### src/rtl/pipe_ctrl_pkg.sv
// Shared definitions for the pipeline stall controller: FSM encoding,
// wait-counter width and the default memory-timeout budget.
package pipe_ctrl_pkg;

   // Encoding 3 is never entered on purpose; the FSM sends it back to RUN.
   typedef enum logic [1:0] {
      ST_RUN     = 2'd0,
      ST_MEMWAIT = 2'd1,
      ST_TIMEOUT = 2'd2,
      ST_ILLEGAL = 2'd3
   } state_t;

   localparam int unsigned CNT_W                  = 8;
   localparam int unsigned TIMEOUT_CYCLES_DEFAULT = 255;

endpackage

### src/rtl/pipeline_stall_ctrl.sv
// Pipeline hazard unit: resolves load-use bubbles, branch flushes and
// memory-access stalls, with a watchdog that parks the pipeline in TIMEOUT
// if a memory response never arrives.
module pipeline_stall_ctrl
   import pipe_ctrl_pkg::*;
#(
   parameter int unsigned TIMEOUT_CYCLES = TIMEOUT_CYCLES_DEFAULT
) (
   input  logic       clk,
   input  logic       rst,
   input  logic       id_ex_memread_i,
   input  logic [4:0] if_id_rs1_i,
   input  logic [4:0] if_id_rs2_i,
   input  logic [4:0] id_ex_rd_i,
   input  logic       branch_taken_i,
   input  logic       mem_req_i,
   input  logic       mem_done_i,
   output logic       stallF,
   output logic       stallD,
   output logic       stallE,
   output logic       stallM,
   output logic       flushD,
   output logic       flushE,
   output logic       timeout_o,
   output logic [1:0] state_o
);

   // Last counter value before the watchdog fires (counter starts at 0).
   localparam logic [CNT_W-1:0] CNT_LAST = CNT_W'(TIMEOUT_CYCLES - 1);

   state_t           state_q;
   state_t           state_d;
   logic [CNT_W-1:0] wait_cnt_q;
   logic             timeout_q;
   logic             loaduse;
   logic             memstall;

   // Hazard detection: a load in EX whose destination feeds the instruction in ID.
   assign loaduse = id_ex_memread_i && (id_ex_rd_i != 5'd0) &&
                    ((id_ex_rd_i == if_id_rs1_i) || (id_ex_rd_i == if_id_rs2_i));

   // Memory stall holds the whole pipe until the response arrives; a response
   // in the same cycle as the request never stalls.
   assign memstall = ((state_q == ST_RUN)     && mem_req_i && !mem_done_i) ||
                     ((state_q == ST_MEMWAIT) && !mem_done_i);

   // State register, asynchronously forced back to RUN by rst.
   always_ff @(posedge clk or posedge rst) begin
      // NOTE: sequential state uses non-blocking assignments so every register
      // samples the pre-edge values regardless of statement order.
      if (rst) state_q <= ST_RUN;
      else     state_q <= state_d;
   end

   // Next-state logic; mem_req_i is deliberately ignored while waiting.
   always_comb begin
      // NOTE: default assignment first so no path leaves state_d unassigned,
      // which would otherwise infer a latch.
      state_d = state_q;
      unique case (state_q)
         ST_RUN: begin
            if (mem_req_i && !mem_done_i) state_d = ST_MEMWAIT;
         end
         ST_MEMWAIT: begin
            if (mem_done_i)                   state_d = ST_RUN;
            else if (wait_cnt_q == CNT_LAST)  state_d = ST_TIMEOUT;
         end
         ST_TIMEOUT: state_d = ST_TIMEOUT;
         ST_ILLEGAL: state_d = ST_RUN;
      endcase
   end

   // Output decode in priority order: timeout/memory stall, branch, load-use.
   always_comb begin
      stallF = 1'b0;
      stallD = 1'b0;
      stallE = 1'b0;
      stallM = 1'b0;
      flushD = 1'b0;
      flushE = 1'b0;
      if (memstall || (state_q == ST_TIMEOUT)) begin
         stallF = 1'b1;
         stallD = 1'b1;
         stallE = 1'b1;
         stallM = 1'b1;
      end else if (branch_taken_i) begin
         // Any load-use seen here belongs to the wrong path and is dropped.
         flushD = 1'b1;
         flushE = 1'b1;
      end else if (loaduse) begin
         stallF = 1'b1;
         stallD = 1'b1;
         flushE = 1'b1;
      end
   end

   // Wait counter: cleared in RUN, counts MEMWAIT cycles, frozen in TIMEOUT.
   always_ff @(posedge clk or posedge rst) begin
      if (rst)                          wait_cnt_q <= '0;
      else if (state_q == ST_MEMWAIT)   wait_cnt_q <= wait_cnt_q + 1'b1;
      else if (state_q != ST_TIMEOUT)   wait_cnt_q <= '0;
   end

   // Sticky timeout flag, raised together with entry into TIMEOUT.
   always_ff @(posedge clk or posedge rst) begin
      if (rst)                        timeout_q <= 1'b0;
      else if (state_d == ST_TIMEOUT) timeout_q <= 1'b1;
   end

   assign timeout_o = timeout_q;
   assign state_o   = state_q;

endmodule

### config.mk
export PLATFORM = sky130hd
export DESIGN_NAME = pipeline_stall_ctrl
export DESIGN_NICKNAME = d
export VERILOG_FILES = /design/src/rtl/pipe_ctrl_pkg.sv /design/src/rtl/pipeline_stall_ctrl.sv
export SDC_FILE = /design/constraint.sdc
export NUM_CORES = 1
export LEC_CHECK = 0
export CAP_MARGIN = 40
export CORE_UTILIZATION = 23
export CTS_BUF_LIST = sky130_fd_sc_hd__clkbuf_4 sky130_fd_sc_hd__clkbuf_8
export DETAILED_ROUTE_END_ITERATION = 10
export SETUP_SLACK_MARGIN = 0.5
export SLEW_MARGIN = 20
export SYNTH_ARGS = -nofsm -noshare
export SYNTH_HDL_FRONTEND = slang
export SYNTH_SLANG_ARGS = --single-unit
### constraint.sdc
create_clock -name clk -period 1.44 [get_ports clk]
set_input_delay 0.288 -clock clk [delete_from_list [all_inputs] [get_ports clk]]
set_output_delay 0.288 -clock clk [all_outputs]
set_load 0.02 [all_outputs]
==> impl_metrics.csv <==
group,metric,value,unit
timing,timing.final.crit_share,1.24,
place,post-dp-hpwl,1480,µm
setup_path,end_kind,"output port",
grt,antenna_found_initial,0,
clocking,worstSkewPairLatency,270,ps
yosys,synth_cell_types,28,
finish,area.growth.synth_to_final,92.3,%
setup_path,crit_fanout,3,
clocking,path_clk_slew,70,ps
yosys,synth_area,761,µm²
pwr,ir_worst_vdd,227,µV
die,rows,20,
grt,grt_start_max_net_pins,12,
die,dieArea,3540,µm²
clocking,clockBufferDepth,2,
pwr,p_total,0.843,mW
timing,hold_violations,0,
drt,routedWlPerCell,12.2,µm
timing,worst_slew_pin_slew,449,ps
yosys,yosys_warnings,0,
timing,slew-limit-headroom,0.700,
die,start_util,0.245,
place,dp.cells,163,
finish,layout.nets,155,
grt,grt_first_pass_wirelength,3570,µm
drt,wirelength,2130,µm
finish,diodes,0,
die,pin_count,30,
drt,vias_per_cell,4.38,
pwr,p_leak,0.625,nW
clocking,cts_tree,"built",
finish,stdcell_count,175,
yosys,seq_area_frac_synth,0.362,
drt,drtIter0Drc,23,
grt,grtUsageTotal,0.137,
drt,vias,767,
timing,finalCriticalPeriod,1790,ps
run_status,violations,"setup timing",
yosys,synthCells,82,
drt,antenna_left,0,
die,fp.dieH,59.5,µm
die,die_w,59.5,µm
place,io_buffers,29,
run,maxCapViolCount,0,
timing,finalMaxSlewViolations,0,
clocking,htree_levels,1,
clocking,cts_buffers,3,
timing,setup_ws,-352,ps
place,gp_congestion,0.778,
setup_path,arrival,1500,ps
place,pre_cts_ws,-1090,ps
timing,clock.fmax,558,MHz
setup_path,worstPathRequired,1150,ps
timing,fin_worst_skew,0.545,ps
finish,layout-drive-gt1-share,0.580,
yosys,ys_ff_latch,11,
yosys,syn-num-nets,105,
timing,rsz0062_at_grt,"true",
run_status,outcome,"complete, but fails checks",
die,core_area,3100,µm²
pwr,p_per_area,577,nW/µm²
grt,grt_pass1_vias,827,
clocking,root_buffer,"clkbuf_4",
timing,setup-violations-final,6,
clocking,numClockSinks,11,
drt,drt-pass1-iter-count,4,
setup_path,path_class,"in2out",
timing,holdWs,314,ps
setup_path,start_kind,"input port",
yosys,syn_area_per_cell,9.28,µm²
drt,drc,0,
grt,grt-ovfl-total,0,
hold_path,worst_hold_path_type,"in2async",
## critical path, stage by stage
cell,delay (ps)
clkdlybuf4s15_2,210
or4_4,530
o21ai_4,220
o31ai_4,110
buf_6,150
## kinds of logic (layout without fill, tap and decap cells)
logic type	after synthesis	in the layout	synth area share
AND/OR/NAND/NOR	29	29	0.215
AO/OA/AOI/OAI	19	19	0.189
XOR/XNOR	13	13	0.150
flip-flops	11	11	0.362
buffers and inverters	8	57	0.0510
adder cells (fa/ha/maj)	2	2	0.0329
## report_power, final
group	internal [mW]	switching [mW]
Clock	0.126	0.114
Sequential	0.317	0.00852
Combinational	0.147	0.131
Total	0.589	0.254
## state kept, by name, summed over array words and instances (netlist names)
register and cells:
timeout_o 1, wait_cnt_q 8, state_o 2
## Yosys cell counts, drive strengths merged
cell type	instances	area (µm²)
and4	1	11.3
inv	5	18.8
xor2	13	114
nand2b	1	6.26
nor3	2	10.0
dfrtp	11	275
a22oi	1	7.51
nor2b	2	12.5
a2111oi	1	15.0
or2	1	6.26
nor2	3	11.3
or4	1	7.51
nand2	11	41.3
or2b	1	8.76
nand4	1	21.3
o31ai	4	48.8
a21oi	1	5.00
o31a	1	8.76
and3	2	12.5
o21ai	11	58.8
buf	3	20.0
nand3	3	15.0
ha	2	25.0
## cells in the final DEF, fill, tap and decap left out, types with 4 or more instances in the layout
cell type	instances
clkdlybuf4s15_1	5
buf_6	13
nand2_1	10
clkbuf_4	4
dlygate4sd2_1	8
clkdlybuf4s50_1	4
xor2_1	10
dfrtp_2	5
o21ai_2	8
dfrtp_1	6
buf_4	14
## per-layer routing
metal / GRT usage / vias to the layer above / routed length, µm
met5: 0 / - / 0
li1: - / 378 / -
met2: 0.244 / 31 / 1130
met3: 0.0197 / 4 / 123
met1: 0.154 / 354 / 837
met4: 0.0797 / 0 / 41
## cell type report
type                            instances  area (µm²)
Clock buffer                            4        30.0
Fill cell                             332        1640
Inverter                                5        18.8
Multi-Input combinational cell         63         624
Sequential cell                        11         282
Tap cell                               44        55.1
Timing Repair Buffer                   48         453
## worst paths after layout
check	startpoint	cells past startpoint	slack (ps)	to
setup / recovery	id_ex_rd_i[2]	5	-350	stallD
hold / removal	rst	2	310	timeout_o
setup reg to reg	state_o[1]	5	150	timeout_o
hold reg to reg	timeout_o	1	490	timeout_o
max in group asynchronous	rst	2	790	state_o[0]
min in group clk	timeout_o	1	490	timeout_o
## metrics by stage
stage / setup TNS (ps) / area, µm² / util
after floorplan: -474 / 858 / -
after global placement: -5390 / 1260 / 0.405
after detailed placement: -5530 / 1260 / 0.405
after CTS: -1910 / 1410 / 0.456
after global routing: -2190 / 1460 / 0.471
final: -1860 / 1460 / 0.471
## timing repair
action                     CTS  global route
resized for setup           91            15
hold buffers                 0             0
setup buffers                8             0
pin swaps                   18            10
setup endpoints to repair   20            20
cloned                       0             0
(Power assumes the default switching activity.)
